## config.mk

```make
export PLATFORM = sky130hd
export DESIGN_NAME = implication_scheduler
export DESIGN_NICKNAME = d
export VERILOG_FILES = /design/src/rtl/bcp_pkg.sv /design/src/rtl/find_first_set.sv /design/src/rtl/implication_scheduler.sv
export SDC_FILE = /design/constraint.sdc
export NUM_CORES = 1
export LEC_CHECK = 0
export ABC_AREA = 1
export BUFFER_PORTS_ARGS = -buffer_cell sky130_fd_sc_hd__clkbuf_2
export CORE_MARGIN = 2
export CORE_UTILIZATION = 50
export CTS_CLUSTER_SIZE = 8
export DETAILED_ROUTE_END_ITERATION = 16
export GPL_TIMING_DRIVEN = 0
export HOLD_SLACK_MARGIN = 0.15
export PLACE_DENSITY = 0.71
export REMOVE_ABC_BUFFERS = 1
export SETUP_SLACK_MARGIN = 0.4
export SLEW_MARGIN = 20
export SYNTH_ARGS = -nofsm -noshare
export SYNTH_HDL_FRONTEND = slang
export SYNTH_SLANG_ARGS = --single-unit
```

## constraint.sdc

```tcl
create_clock -name clock -period 4.4 [get_ports clock]
set_clock_uncertainty 0.1 [all_clocks]
set_input_delay 0.44 -clock clock [delete_from_list [all_inputs] [get_ports clock]]
set_output_delay 0.44 -clock clock [all_outputs]
set_load 0.005 [all_outputs]
```

## src/rtl/bcp_pkg.sv

```systemverilog
// Shared types and helpers for the BCP implication path: index width default,
// scheduler state encoding and a population-count helper.
package bcp_pkg;

  localparam int ENC_SIZE_DEFAULT = 3;
  localparam int N_DEFAULT        = 2 ** ENC_SIZE_DEFAULT;

  typedef enum logic [1:0] {
    ST_IDLE  = 2'd0,
    ST_ISSUE = 2'd1,
    ST_DONE  = 2'd2
  } state_e;

  // Operates on a zero-extended 64-bit image so any vector up to 64 slots fits.
  function automatic logic [6:0] popcount(input logic [63:0] v);
    logic [6:0] cnt;
    cnt = '0;
    for (int i = 0; i < 64; i++) begin
      cnt = cnt + 7'(v[i]);
    end
    return cnt;
  endfunction

endpackage

```

## src/rtl/find_first_set.sv

```systemverilog
// Combinational priority encoder: reports the lowest set position of an
// ascending-indexed vector (position 0 has highest priority).
module find_first_set
  import bcp_pkg::*;
#(
  parameter  int EncodingSize = ENC_SIZE_DEFAULT,
  localparam int N            = 2 ** EncodingSize
) (
  input  logic [0:N-1]            vec,
  output logic [EncodingSize-1:0] idx,
  output logic                    any
);

  // Scan from the top down so the lowest set position is the last one written.
  always_comb begin
    idx = '0;
    any = 1'b0;
    for (int i = N - 1; i >= 0; i--) begin
      if (vec[i]) begin
        idx = EncodingSize'(i);
        any = 1'b1;
      end
    end
  end

endmodule

```

## src/rtl/implication_scheduler.sv

```systemverilog
// Serialises a vector of pending implication flags into a stream of slot
// indices, lowest index first, one per accepted handshake.
module implication_scheduler
  import bcp_pkg::*;
#(
  parameter  int EncodingSize = ENC_SIZE_DEFAULT,
  localparam int N            = 2 ** EncodingSize
) (
  input  logic                    clock,
  input  logic                    reset_n,
  input  logic                    load,
  input  logic [0:N-1]            req_vec,
  input  logic                    flush,
  output logic [EncodingSize-1:0] idx,
  output logic                    idx_valid,
  input  logic                    idx_ready,
  output logic [EncodingSize:0]   remaining,
  output logic                    busy,
  output logic                    done
);

  state_e                  state_q;
  logic [0:N-1]            pending_q;
  logic [EncodingSize-1:0] idx_q;
  logic                    idx_valid_q;
  logic [EncodingSize:0]   remaining_q;
  logic                    done_q;

  logic [0:N-1]            clr_mask;
  logic [0:N-1]            pending_d;
  logic [EncodingSize-1:0] load_idx, next_idx;
  logic                    load_any, next_any;

  always_comb begin
    clr_mask        = '0;
    clr_mask[idx_q] = 1'b1;
  end

  assign pending_d = pending_q & ~clr_mask;

  find_first_set #(.EncodingSize(EncodingSize)) u_ffs_load (
    .vec (req_vec),
    .idx (load_idx),
    .any (load_any)
  );

  find_first_set #(.EncodingSize(EncodingSize)) u_ffs_next (
    .vec (pending_d),
    .idx (next_idx),
    .any (next_any)
  );

  // flush outranks everything, including a coincident load.
  always_ff @(posedge clock or negedge reset_n) begin
    if (!reset_n) begin
      state_q     <= ST_IDLE;
      pending_q   <= '0;
      idx_q       <= '0;
      idx_valid_q <= 1'b0;
      remaining_q <= '0;
      done_q      <= 1'b0;
    end else if (flush) begin
      state_q     <= ST_IDLE;
      pending_q   <= '0;
      idx_valid_q <= 1'b0;
      remaining_q <= '0;
      done_q      <= 1'b0;
    end else begin
      done_q <= 1'b0;
      case (state_q)
        ST_IDLE: begin
          if (load) begin
            if (load_any) begin
              pending_q   <= req_vec;
              idx_q       <= load_idx;
              idx_valid_q <= 1'b1;
              remaining_q <= (EncodingSize + 1)'(popcount(64'(req_vec)));
              state_q     <= ST_ISSUE;
            end else begin
              done_q  <= 1'b1;
              state_q <= ST_DONE;
            end
          end
        end
        ST_ISSUE: begin
          if (idx_valid_q && idx_ready) begin
            pending_q   <= pending_d;
            remaining_q <= (EncodingSize + 1)'(popcount(64'(pending_d)));
            if (next_any) begin
              idx_q <= next_idx;
            end else begin
              idx_valid_q <= 1'b0;
              done_q      <= 1'b1;
              state_q     <= ST_DONE;
            end
          end
        end
        ST_DONE: begin
          state_q <= ST_IDLE;
        end
        default: begin
          state_q <= ST_IDLE;
        end
      endcase
    end
  end

  assign idx       = idx_q;
  assign idx_valid = idx_valid_q;
  assign remaining = remaining_q;
  assign done      = done_q;
  assign busy      = (state_q != ST_IDLE);

endmodule

```

; Word level (Yosys, flattened, before mapping)
; Index checks and enable logic that the tools add are counted.
; Widths: inputs -> output; s select.
[totals]
regBits = 19
latchBits = 0
ram_bits = 0
mem_bits_ro = 0
memories = 0
[op_classes]
addsub = 14
n_mul = 0
n_div = 0
n_lt_le_gt_ge = 2
n_eq_ne = 9
shifts = 0
muxes = 67
bitwise_logic = 4
reduce_logical = 10
[ops]
columns = op, n
row1 = $mux 3, 20
row2 = $add 4x1->4, 8
row3 = $mux 8, 4
row4 = $mux 1, 27
row5 = $mux 4, 4
row6 = $pmux 8 s2, 1
row7 = $ne 3x3->1 const B, 4
row8 = $mux 2, 5
row9 = $add 3x1->4, 2
row10 = $and 8x8->8, 1
row11 = $ne 2x2->1 const B, 4
row12 = $not 8->8, 1
row13 = $pmux 4 s2, 1
row14 = $add 2x1->3, 2
row15 = $pmux 3 s2, 1
row16 = $reduce_and 6->1, 1
row17 = $reduce_and 5->1, 1
row18 = $add 1x1->2, 2
row19 = $ge 4x4->1 const B, 1
row20 = $lt 4x1->1 const B, 1
row21 = $not 3->4, 1
row22 = $pmux 1 s2, 2
row23 = $pmux 2 s2, 1
row24 = $reduce_and 4->1, 1
row25 = other kinds (8), 10

; Logic depth before layout (Yosys ltp)
; Gate-level depths: netlist of the first run.
[logic_depth]
ltp_word = 19
depth_mapped = 14
depth_no_buf = 14

; Modules after synthesis
; A second synthesis of the first run with hierarchy kept.
[unflattened]
cells_unflattened = 240
area_unflattened_um2 = 1655.3
[by_module_without_submodules]
columns = module, instances, cells_per_inst, area_per_inst_um2, seq_area_each_um2
row1 = implication_scheduler, 1, 196, 1457.6, 475.5
row2 = find_first_set, 2, 22, 98.8, 0.0

; Least setup slack after synthesis of the first run
; No wires, ideal clock.
[synth_timing]
path_type = flip-flop to flip-flop
startpoint = register idx_q[2], in the netlist idx[2]
endpoint = register remaining_q[2], in the netlist remaining[2]
arrival_time_ns = 3.549
required_time_ns = 4.205
slack_ns = 0.656
path_stages_with_launch = 13
synth_period_minus_slack_ns = 3.744
cell_sequence = dfrtp_1 > nand2_1 > o21ai_0 > fa_1 > fa_1 > inv_1 > fa_1 > ha_1 > inv_1 > fa_1 > xnor2_1 > o22ai_1 > o31ai_1
[synth_via]
elab_chain_len = 17
elab_cells_between_ends = 18
classes_between = 7 x add/sub / 2 x order compare / 5 x mux / 3 x bitwise / 1 x reduce/logical
[synth_lines]
columns = element, line
row1 = "start, declared", implication_scheduler.sv:24  ; logic [EncodingSize-1:0] idx_q;
row2 = "start signal, assigned", implication_scheduler.sv:75  ; idx_q <= load_idx;
row3 = "start signal, assigned", implication_scheduler.sv:90  ; idx_q <= next_idx;
row4 = $not 3->4 (implied by the code) *, implication_scheduler.sv:36  ; clr_mask[idx_q] = 1'b1;
row5 = $ge 4x4->1 (implied by the code) / $lt 4x1->1 (equally long branches), implication_scheduler.sv:36
row6 = $logic_and 1x1->1 (implied by the code), implication_scheduler.sv:36
row7 = $mux 1 (implied by the code), implication_scheduler.sv:36
row8 = $demux 1 s3 *, implication_scheduler.sv:36
row9 = $not 8->8 *, implication_scheduler.sv:39  ; assign pending_d = pending_q & ~clr_mask;
row10 = $and 8x8->8 *, implication_scheduler.sv:39
row11 = $add 1x1->2, bcp_pkg.sv:19  ; cnt = cnt + 7'(v[i]);
row12 = $add 2x1->3, bcp_pkg.sv:19
row13 = $add 3x1->4, bcp_pkg.sv:19
row14 = $add 4x1->4 (3 in series), bcp_pkg.sv:19
row15 = $add 4x1->4 *, bcp_pkg.sv:19
row16 = $mux 4 *, implication_scheduler.sv:86  ; if (idx_valid_q && idx_ready) begin
row17 = $pmux 4 s2 *, implication_scheduler.sv:70  ; case (state_q)
row18 = $mux 4 *, implication_scheduler.sv:62  ; end else if (flush) begin
row19 = "end signal, assigned", implication_scheduler.sv:77  ; remaining_q <= (EncodingSize + 1)'(popcount(64'(req_vec)));
row20 = "end signal, assigned", implication_scheduler.sv:88  ; remaining_q <= (EncodingSize + 1)'(popcount(64'(pending_d)));
row21 = "end, declared", implication_scheduler.sv:26  ; logic [EncodingSize:0] remaining_q;
; Every way passes the cells marked *; elsewhere a longest branch is shown, timed or not. The select of a mux whose other input is x is not followed.
; A chain may end at the register's enable or synchronous reset.

; Final worst setup path of the first run
[layout_timing]
startpoint = register idx_q[1], in the netlist idx[1]
endpoint = register remaining_q[2], in the netlist remaining[2]
; Same word-level chain as after synthesis.

==> impl_metrics.py, run 1 <==
metrics = {
    "outcome": {
        "status": "complete, no violations",
    },
    "global_route": {
        "grt_util_met2": 0.333,
        "grt_first_pass_wirelength_um": 6160,
        "grt.busiest_layer": "met2",
        "first_global_vias": 1369,
        "grt_max_degree": 24,
        "met1_usage_grt": 0.328,
        "grt_remaining_overflow": 0,
        "grt_util_all_layers": 0.218,
        "met3_capacity_usage_during_global_routing": 0.0273,
        "antenna_found_initial": 0,
    },
    "timing": {
        "tns_ns": 0,
        "rsz0062_at_grt": "false",
        "tightest_slew_ns": 0.593,
        "min_period_over_period": 0.847,
        "setup_viol": 0,
        "hold_viol": 0,
        "timing.max_slew.rel_slack": 0.604,
        "holdWs_ns": 0.300,
        "timing.fmax_ghz": 0.268,
        "final_period_minus_worst_setup_slack_ns": 3.73,
        "drv_slew": 0,
    },
    "floorplan": {
        "chipWidth_um": 61.3,
        "pin_count": 23,
        "floorplan.core_area_um2": 3100,
        "fp-row-count": 20,
        "floorplan.die_area_um2": 3760,
        "floorplan.die.height_um": 61.3,
        "initial_core_util": 0.530,
    },
    "synth": {
        "synth_enable_flop_cells": 0,
        "asyncSetResetFlopFracSynth": 1.00,
        "dominantRegCellSynth": "sky130_fd_sc_hd__dfrtp_1",
        "synth_top_cell_by_area": "sky130_fd_sc_hd__dfrtp_1",
        "yosys-top-cells-area": "sky130_fd_sc_hd__dfrtp_1 29%, sky130_fd_sc_hd__nand2_1 13%, sky130_fd_sc_hd__fa_1 9.7%, sky130_fd_sc_hd__ha_1 9.1%, sky130_fd_sc_hd__inv_1 7.8%",
        "synthDistinctLibCells": 26,
        "synth_area_per_cell_um2": 7.34,
        "synth_seq_area_share": 0.289,
        "post_synth_top_area_share": 0.289,
        "mappedNetlistArea_um2": 1640,
        "syn_inst": 224,
        "ys_warn_count": 0,
        "ys_seq_elements": 19,
    },
    "critical_path": {
        "path_delay_family": "adder cells",
        "cp-end-kind": "register",
        "timing.critical_path.buf_inv": 2,
        "slowest_delay_ns": 0.55,
        "setup.worst_path.start_class": "register",
        "worst-endpoint-arrival_ns": 3.84,
        "critical_path_class": "register to register",
        "slowest_cell_on_the_critical_path": "sky130_fd_sc_hd__fa_1",
        "required_ns": 4.51,
        "crit_chain": "nand2_1 -> o21ai_4 -> fa_1 -> fa_1 -> inv_1 -> fa_1 -> ha_1 -> inv_1 -> fa_1 -> xnor2_1 -> o22ai_1 -> o31ai_1",
        "path_max_fanout": 6,
        "timing.critical_path.mode_cell": "sky130_fd_sc_hd__fa_1",
    },
    "placed_design": {
        "post-dp-hpwl_um": 2870,
        "port_buffer_count": 22,
        "routabilityCongestion": 0.926,
    },
    "pwr": {
        "pwr_density_cell_nw_per_um2": 617,
        "leakage_uw": 0.00102,
        "power.ir.vdd_worst_v": 0.000261,
    },
    "route": {
        "detail_route.wirelength_um": 3510,
        "detail_route.wl_per_cell_um": 11.9,
        "dr_total_vias": 1469,
        "drt_pass1_iterations": 4,
        "via_per_inst": 4.98,
        "route.antenna.remaining_nets": 0,
        "detail_route.iter0.violations": 68,
        "drc": 0,
    },
    "final_layout": {
        "area_delta_synth_final_pct": 13.8,
        "most_common_cell_after_layout_fill_and_taps_aside": "sky130_fd_sc_hd__nand2_1",
        "diodes": 0,
        "finish.net_count": 285,
        "layout-drive-gt1-share": 0.211,
        "commonest_cells_after_routing_fill_and_taps_aside": "57 x sky130_fd_sc_hd__nand2_1, 34 x sky130_fd_sc_hd__inv_1, 22 x sky130_fd_sc_hd__clkbuf_2, 17 x sky130_fd_sc_hd__dfrtp_1",
    },
    "clock_network": {
        "ctsRootBufferMaster": "sky130_fd_sc_hd__clkbuf_4",
        "cts.path.max_buffers": 2,
        "cts_tree": "yes",
        "clk-insertion-delay-late_ns": 0.30,
        "clkTransAtPathRegs_ns": 0.11,
        "cts-htree-levels": 1,
        "tritoncts_num_sinks": 19,
        "cts_made_buffers": 3,
    },
    "job": {
        "cap_violations": 0,
    },
    "hold_path": {
        "holdCritPathClass": "input port to register",
    },
}
cell usage after synthesis, types with 3 or more instances:
master                    count
sky130_fd_sc_hd__o21ai_0      9
sky130_fd_sc_hd__o21ai_1     13
sky130_fd_sc_hd__nand3_1     13
sky130_fd_sc_hd__nor2_1      12
sky130_fd_sc_hd__inv_2        9
sky130_fd_sc_hd__fa_1         8
sky130_fd_sc_hd__dfrtp_1     19
sky130_fd_sc_hd__inv_1       34
sky130_fd_sc_hd__a22oi_1      4
sky130_fd_sc_hd__nand2_1     57
sky130_fd_sc_hd__ha_1        12
sky130_fd_sc_hd__nor2_2       3
sky130_fd_sc_hd__nand2_2      7
sky130_fd_sc_hd__a21oi_1      9
path summary, 6_finish.rpt:
kind | from | end | slack, ns | depth (start not counted)
min reg2reg | remaining[1] | remaining[1] | 0.39 | 2
max reg2reg | idx[1] | remaining[2] | 0.67 | 12
max | idx[1] | remaining[2] | 0.67 | 12
min in group asynchronous | reset_n | pending_q[1] | 0.52 | 2
max in group asynchronous | reset_n | idx[0] | 3.33 | 2
min | load | done | 0.30 | 3
area by class of cell:
cell class | instances | area (um^2)
clock buffer | 4 | 26.3
fill | 323 | 1230
inverter | 43 | 161
multi-input combinational | 160 | 1010
sequential | 19 | 478
tap | 44 | 55.1
timing repair buffer | 25 | 135
logic make-up (layout without fill, tap and decap cells):
group	after synthesis	in the layout	synth area share
adders and majority gates	20	20	0.189
AOI/OAI and AO/OA	43	43	0.158
buffers and inverters	45	72	0.107
and+or+nand+nor	96	96	0.252
xor gates and xnor gates	1	1	0.00533
DFF	19	19	0.289
layer usage:
metal	part of all wire	wire (um)	up-vias
met1	0.49	1710	648
met5	0	0	-
li1	-	-	762
met2	0.43	1500	55
met4	0.011	38	0
met3	0.074	261	4
stage by stage:
stage	total power (uW)	instances	util	setup WS, ns	cell area, um^2
final	1150	295	0.603	0.671	1870
after detailed placement	1040	288	0.578	0.357	1790
after floorplan	854	222	-	0.656	1630
after global placement	1030	288	0.578	0.350	1790
after CTS	1130	293	0.590	0.505	1830
after global routing	1310	295	0.603	0.393	1870
registers in the layout (all words and copies together) (netlist names):
name       count
state_q        2
done           1
pending_q      8
idx            3
idx_valid      1
remaining      4
timing repair:
action | in CTS | in global routing
pin swaps | 0 | 0
hold endpoints to repair | 19 | 0
setup buffers | 0 | 2
resized for setup | 2 | 6
endpoints found under the setup margin | 1 | 1
hold buffers | 1 | 0
power breakdown:
part / total, uW / switching, uW / internal (uW)
registers: 310 / 66.1 / 244
clock network: 89.4 / 54.1 / 35.3
logic: 755 / 463 / 292
total: 1150 / 583 / 572
worst register-to-register path, stage by stage, from the launching register on:
cell and delay, ns:
sky130_fd_sc_hd__dfrtp_1 0.46, sky130_fd_sc_hd__nand2_1 0.18, sky130_fd_sc_hd__o21ai_4 0.24, sky130_fd_sc_hd__fa_1 0.48
sky130_fd_sc_hd__fa_1 0.55, sky130_fd_sc_hd__inv_1 0.05, sky130_fd_sc_hd__fa_1 0.55, sky130_fd_sc_hd__ha_1 0.17
sky130_fd_sc_hd__inv_1 0.05, sky130_fd_sc_hd__fa_1 0.37, sky130_fd_sc_hd__xnor2_1 0.14, sky130_fd_sc_hd__o22ai_1 0.09
sky130_fd_sc_hd__o31ai_1 0.23
No activity file was read; power rests on OpenSTA's default activity.
==> run 2, diff against run 1 <==
ABC_AREA = 0   (was 1)
PLACE_DENSITY = 0.73   (was 0.71)
clock period = 3.3 ns   (was 4.4 ns; I/O delays follow)
==> impl_metrics.py, run 2 <==
metrics = {
    "timing": {
        "min_period_over_period": 1.09,
        "timing.fmax_ghz": 0.278,
        "drv_slew": 0,
        "holdWs_ns": 0.217,
        "timing.max_slew.rel_slack": 0.592,
        "hold_viol": 0,
        "tightest_slew_ns": 0.613,
        "rsz0062_at_grt": "true",
        "setup_viol": 3,
        "setup_ws_ns": -0.301,
        "final_period_minus_worst_setup_slack_ns": 3.60,
    },
    "synth": {
        "synthDistinctLibCells": 53,
        "mappedNetlistArea_um2": 1770,
        "synth_area_per_cell_um2": 9.24,
        "asyncSetResetFlopFracSynth": 1.00,
        "ys_seq_elements": 19,
        "yosys-top-cells-area": "sky130_fd_sc_hd__dfrtp_1 27%, sky130_fd_sc_hd__fa_1 9.1%, sky130_fd_sc_hd__ha_1 8.5%, sky130_fd_sc_hd__inv_1 4.9%, sky130_fd_sc_hd__nor2_1 4.7%",
        "synth_enable_flop_cells": 0,
        "syn_inst": 191,
        "synth.most_common_cell": "sky130_fd_sc_hd__inv_1",
        "yosys-top-cells-count": "23 x sky130_fd_sc_hd__inv_1, 22 x sky130_fd_sc_hd__nor2_1, 19 x sky130_fd_sc_hd__dfrtp_1",
        "post_synth_top_area_share": 0.269,
        "dominantRegCellSynth": "sky130_fd_sc_hd__dfrtp_1",
        "synth_top_cell_by_area": "sky130_fd_sc_hd__dfrtp_1",
        "synth_seq_area_share": 0.269,
        "ys_warn_count": 0,
    },
    "pwr": {
        "power.ir.vdd_worst_v": 0.000193,
        "leakage_uw": 0.00101,
        "pwr_density_cell_nw_per_um2": 451,
    },
    "final_layout": {
        "area_delta_synth_final_pct": 17.6,
        "commonest_cells_after_routing_fill_and_taps_aside": "22 x sky130_fd_sc_hd__inv_1, 22 x sky130_fd_sc_hd__nor2_1, 22 x sky130_fd_sc_hd__clkbuf_2, 16 x sky130_fd_sc_hd__dfrtp_1, 13 x sky130_fd_sc_hd__buf_4",
        "flip_flop_count_of_the_largest_register_all_copies_and_words_added": 8,
        "finish.net_count": 257,
        "largest-register": "pending_q",
        "post_layout_nonfiller_instances": 269,
        "diodes": 0,
        "fillers": 320,
        "layout-drive-gt1-share": 0.314,
    },
    "placed_design": {
        "routabilityCongestion": 0.864,
        "post-dp-hpwl_um": 2890,
        "placedCellCount": 251,
        "port_buffer_count": 22,
    },
    "global_route": {
        "grt_max_degree": 21,
        "grt_first_pass_wirelength_um": 7250,
        "grt_remaining_overflow": 0,
        "first_global_vias": 1541,
        "antenna_found_initial": 0,
        "grt_util_all_layers": 0.232,
    },
    "route": {
        "total_met3_wirelength_after_detailed_routing_um": 206,
        "dr_wl_met2_um": 2030,
        "via_per_inst": 5.55,
        "detail_route.iter0.violations": 93,
        "detail_route.wl_per_cell_um": 15.3,
        "drc": 0,
        "met1_length_um": 1840,
        "drt_pass1_iterations": 4,
        "dr_total_vias": 1493,
        "detail_route.wirelength_um": 4120,
        "routed.top_layer": "met4",
        "route.antenna.remaining_nets": 0,
    },
    "floorplan": {
        "floorplan.core_area_um2": 3360,
        "fp-row-count": 21,
        "floorplan.die.height_um": 63.4,
        "initial_core_util": 0.525,
        "chipWidth_um": 63.4,
        "pin_count": 23,
        "floorplan.die_area_um2": 4020,
    },
    "clock_network": {
        "clk-insertion-delay-late_ns": 0.31,
        "clkTransAtPathRegs_ns": 0.12,
        "cts-htree-levels": 1,
        "cts_tree": "yes",
        "cts.path.max_buffers": 2,
        "ctsRootBufferMaster": "sky130_fd_sc_hd__clkbuf_4",
        "tritoncts_num_sinks": 19,
        "cts_made_buffers": 3,
    },
    "critical_path": {
        "critical_path_class": "register to register",
        "setup.reg_to_reg.worst_slack_ns": -0.30,
        "worst-endpoint-arrival_ns": 3.73,
        "required_ns": 3.43,
        "cp-end-kind": "register",
        "path_max_fanout": 5,
        "setup.worst_path.start_class": "register",
    },
    "job": {
        "cap_violations": 0,
    },
    "hold_path": {
        "holdCritPathClass": "input port to register",
    },
    "outcome": {
        "violated_checks": "negative setup slack",
        "status": "complete, but fails checks",
    },
}
==> run 2: changes by cell type in the layout (fill, tap and decap cells not counted), moves of 6 or more <==
| cell | before | now |
|---|---|---|
| sky130_fd_sc_hd__nand2_2 | 7 | 1 |
| sky130_fd_sc_hd__o21ai_1 | 13 | 1 |
| sky130_fd_sc_hd__nand2_1 | 57 | 11 |
| sky130_fd_sc_hd__buf_4 | 2 | 13 |
| sky130_fd_sc_hd__inv_1 | 34 | 22 |
| sky130_fd_sc_hd__inv_2 | 9 | 1 |
| sky130_fd_sc_hd__nor2_1 | 12 | 22 |
| sky130_fd_sc_hd__nand3_1 | 13 | 2 |
==> run 2: cell type report <==
class                      count  area, um^2  share of cell area
timing repair buffer          36         218               0.105
inverter                      23        86.3              0.0416
clock inverter                 1        5.00             0.00241
sequential                    19         479               0.231
tap                           46        57.6              0.0277
multi-input combinational    141        1210               0.582
clock buffer                   3        22.5              0.0108
==> run 2: report_power, final <==
part / internal, uW / switching, uW / total [uW]
sequential: 265 / 40.4 / 305
clock: 45.4 / 85.1 / 130
combinational: 241 / 260 / 501
==> run 2: through the flow <==
step           TNS [ns]  power [uW]  area, um^2  worst slack [ns]   util
2_1_floorplan     -1.76         597        1710            -0.726      -
3_3_place_gp      -3.35         701        1880             -1.15  0.558
3_5_place_dp      -3.48         712        1880             -1.18  0.558
4_1_cts          -0.550         927        2070            -0.288  0.615
5_1_grt           -1.01        1020        2080            -0.436  0.617
6_report         -0.596         937        2080            -0.301  0.617
==> run 2: routing by layer <==
layer | vias to the layer above | global-route usage
met5 | - | 0
met4 | 0 | 0.0707
met3 | 7 | 0.0518
met1 | 722 | 0.291
met2 | 38 | 0.396
li1 | 726 | -
==> run 2: worst paths after layout <==
check                            from           end  depth (start not counted)
hold / removal             req_vec[0]  pending_q[0]                          3
hold reg to reg            state_q[1]    state_q[0]                          1
setup / recovery               idx[1]  remaining[2]                         13
max in group asynchronous     reset_n        idx[0]                          2
min in group asynchronous     reset_n  pending_q[1]                          2
setup reg to reg               idx[1]  remaining[2]                         13
==> run 2: logic make-up (layout without fill, tap and decap cells) <==
logic type	count (synthesis)	in the layout	share of synthesized area
buffers and inverters	31	63	0.0815
AND/OR/NAND/NOR	56	56	0.167
flip-flops	19	19	0.269
XOR/XNOR	2	2	0.00992
AO/OA/AOI/OAI	52	52	0.219
multiplexers	11	11	0.0772
adder cells (fa/ha/maj)	20	20	0.176
==> run 2: worst max-delay path, cell delays in order, from the launching register on <==
cell                       delay, ns
sky130_fd_sc_hd__dfrtp_2        0.46
sky130_fd_sc_hd__nand2b_4       0.16
sky130_fd_sc_hd__o21ai_4        0.18
sky130_fd_sc_hd__fa_1           0.47
sky130_fd_sc_hd__fa_1           0.51
sky130_fd_sc_hd__inv_1          0.05
sky130_fd_sc_hd__fa_2           0.55
sky130_fd_sc_hd__ha_4           0.14
sky130_fd_sc_hd__inv_2          0.04
sky130_fd_sc_hd__fa_2           0.35
sky130_fd_sc_hd__xor2_1         0.15
sky130_fd_sc_hd__nand2_1        0.06
sky130_fd_sc_hd__o21ai_1        0.08
sky130_fd_sc_hd__a211oi_1       0.22
==> run 2: what timing repair did <==
| action | CTS | global route |
|---|---|---|
| setup buffers | 12 | 1 |
| hold buffers | 1 | 0 |
| pin swaps | 13 | 1 |
| endpoints found under the hold margin | 19 | 0 |
| setup endpoints to repair | 4 | 4 |
| gates resized for setup | 19 | 0 |
==> run 3, diff against run 2 <==
--- a/config.mk
+++ b/config.mk
@@ -14,7 +14,8 @@
 export GPL_TIMING_DRIVEN = 0
 export HOLD_SLACK_MARGIN = 0.15
-export PLACE_DENSITY = 0.73
+export PLACE_DENSITY = 0.71
 export REMOVE_ABC_BUFFERS = 1
 export SETUP_SLACK_MARGIN = 0.4
+export SKIP_CTS_REPAIR_TIMING = 1
 export SLEW_MARGIN = 20
 export SYNTH_ARGS = -nofsm -noshare
==> constraint.sdc (replaced) <==
create_clock -name clock -period 4.5 [get_ports clock]
set_clock_uncertainty 0.1 [all_clocks]
set_input_delay 0.45 -clock clock [delete_from_list [all_inputs] [get_ports clock]]
set_output_delay 0.45 -clock clock [all_outputs]
set_load 0.01 [all_outputs]
==> impl_metrics.py, run 3 (synthesis results as in run 2) <==
metrics = {
    "critical_path": {
        "crit_chain": "nand2b_1 -> o21ai_2 -> fa_1 -> fa_1 -> inv_1 -> fa_1 -> ha_1 -> inv_1 -> fa_1 -> xor2_1 -> nand2_1 -> o21ai_0 -> a211oi_1",
        "setup.worst_path.start_class": "register",
        "critical_path_class": "register to register",
        "path_delay_family": "adder cells",
        "timing.critical_path.mode_cell": "sky130_fd_sc_hd__fa_1",
        "path_max_fanout": 9,
        "worst-endpoint-arrival_ns": 4.00,
        "timing.critical_path.buf_inv": 2,
        "slowest_cell_on_the_critical_path": "sky130_fd_sc_hd__fa_1",
        "slowest_delay_ns": 0.56,
        "required_ns": 4.63,
        "cp-end-kind": "register",
    },
    "placed_design": {
        "post-dp-hpwl_um": 2970,
        "routabilityCongestion": 0.807,
        "port_buffer_count": 22,
    },
    "pwr": {
        "p_sw_frac": 0.413,
        "pwr_density_cell_nw_per_um2": 331,
        "relative_contribution_of_sequential_cells_to_total_power": 0.357,
        "p_sw_uw": 268,
        "power.internal_uw": 381,
        "power.share.combinational": 0.502,
        "overall_power_uw": 649,
        "clock_power_share": 0.140,
        "leakage_uw": 0.000965,
        "power.ir.vdd_worst_v": 0.000150,
    },
    "timing": {
        "rsz0062_at_grt": "false",
        "tns_ns": 0,
        "setup_viol": 0,
        "final_period_minus_worst_setup_slack_ns": 3.88,
        "timing.fmax_ghz": 0.258,
        "drv_slew": 0,
        "timing.max_slew.rel_slack": 0.616,
        "hold_viol": 0,
        "tightest_slew_ns": 0.576,
        "min_period_over_period": 0.861,
    },
    "clock_network": {
        "clk-insertion-delay-late_ns": 0.31,
        "tritoncts_num_sinks": 19,
        "cts-htree-levels": 1,
        "clkTransAtPathRegs_ns": 0.12,
        "cts_tree": "yes",
        "ctsRootBufferMaster": "sky130_fd_sc_hd__clkbuf_4",
        "cts.path.max_buffers": 2,
        "cts_made_buffers": 3,
    },
    "route": {
        "dr_wl_met2_um": 1970,
        "detail_route.iter0.violations": 86,
        "total_met3_wirelength_after_detailed_routing_um": 166,
        "detail_route.wl_per_cell_um": 15.2,
        "dr_total_vias": 1432,
        "drt_pass1_iterations": 4,
        "met1_length_um": 1770,
        "via_per_inst": 5.51,
        "route.antenna.remaining_nets": 0,
        "routed.top_layer": "met4",
        "drc": 0,
        "detail_route.wirelength_um": 3960,
    },
    "final_layout": {
        "register_area_um2": 479,
        "largest-register": "pending_q",
        "commonest_cells_after_routing_fill_and_taps_aside": "23 x sky130_fd_sc_hd__inv_1, 22 x sky130_fd_sc_hd__nor2_1, 22 x sky130_fd_sc_hd__clkbuf_2, 16 x sky130_fd_sc_hd__dfrtp_1",
        "most_common_cell_after_layout_fill_and_taps_aside": "sky130_fd_sc_hd__inv_1",
        "finish.net_count": 248,
        "fillers": 329,
        "diodes": 0,
        "flip_flop_count_of_the_largest_register_all_copies_and_words_added": 8,
        "layout-drive-gt1-share": 0.257,
        "area_delta_synth_final_pct": 10.9,
        "multi_input_logic_area_um2": 1160,
    },
    "floorplan": {
        "fp-row-count": 21,
        "floorplan.core_area_um2": 3360,
        "initial_core_util": 0.525,
        "floorplan.die_area_um2": 4020,
        "pin_count": 23,
        "chipWidth_um": 63.4,
        "floorplan.die.height_um": 63.4,
    },
    "global_route": {
        "grt_util_all_layers": 0.211,
        "grt_max_degree": 21,
        "grt_remaining_overflow": 0,
        "grt_first_pass_wirelength_um": 6700,
        "antenna_found_initial": 0,
        "first_global_vias": 1436,
    },
    "job": {
        "cap_violations": 0,
    },
    "outcome": {
        "status": "complete, no violations",
    },
    "hold_path": {
        "holdCritPathClass": "input port to register",
    },
}
-- run 3: cell count changes in the layout (fill, tap and decap cells not counted), sizes merged --
| cell | change |
|---|---|
| buf | -9 |
-- run 3: layout make-up --
type                            instances  area share
Multi-Input combinational cell        141       0.591
Sequential cell                        19       0.245
Timing Repair Buffer                   27      0.0767
Inverter                               23      0.0441
Tap cell                               46      0.0294
Clock buffer                            3      0.0115
Clock inverter                          1     0.00256
-- run 3: layer usage --
layer,vias up,track usage
met5,-,0
met4,0,0.0571
met3,4,0.0393
met2,34,0.361
met1,692,0.275
li1,702,-
-- run 3: through the flow --
stage	cells	hold WS, ns	util	worst slack (ns)	instance area, um^2
6_report	260	0.334	0.582	0.624	1960
2_1_floorplan	183	0.0544	-	0.437	1710
3_5_place_dp	251	0.347	0.558	0.0649	1880
5_1_grt	260	0.346	0.582	0.440	1960
4_1_cts	255	-0.00139	0.566	0.0152	1900
3_3_place_gp	251	0.327	0.558	0.161	1880
-- run 3: tightest hold or removal path: stages --
cell and delay, ns:
sky130_fd_sc_hd__clkbuf_2 0.11, sky130_fd_sc_hd__nand2_1 0.06, sky130_fd_sc_hd__a311oi_1 0.09
-- run 3: power by group through the flow --
stage | combinational [uW] | clock, uW | sequential [uW]
floorplan | 210 | 0 | 234
global placement | 285 | 0 | 234
detailed placement | 292 | 0 | 240
CTS | 295 | 92.9 | 236
global route | 365 | 100 | 236
finish | 326 | 90.9 | 232
-- run 3: path summary, 6_finish.rpt --
kind | startpoint | endpoint | slack (ns) | cells past startpoint
max | idx[1] | remaining[2] | 0.62 | 13
min | req_vec[0] | pending_q[0] | 0.33 | 3
max reg2reg | idx[1] | remaining[2] | 0.62 | 13
min reg2reg | state_q[1] | state_q[0] | 0.42 | 1
max in group asynchronous | reset_n | idx[2] | 3.42 | 2
min in group asynchronous | reset_n | pending_q[7] | 0.52 | 2
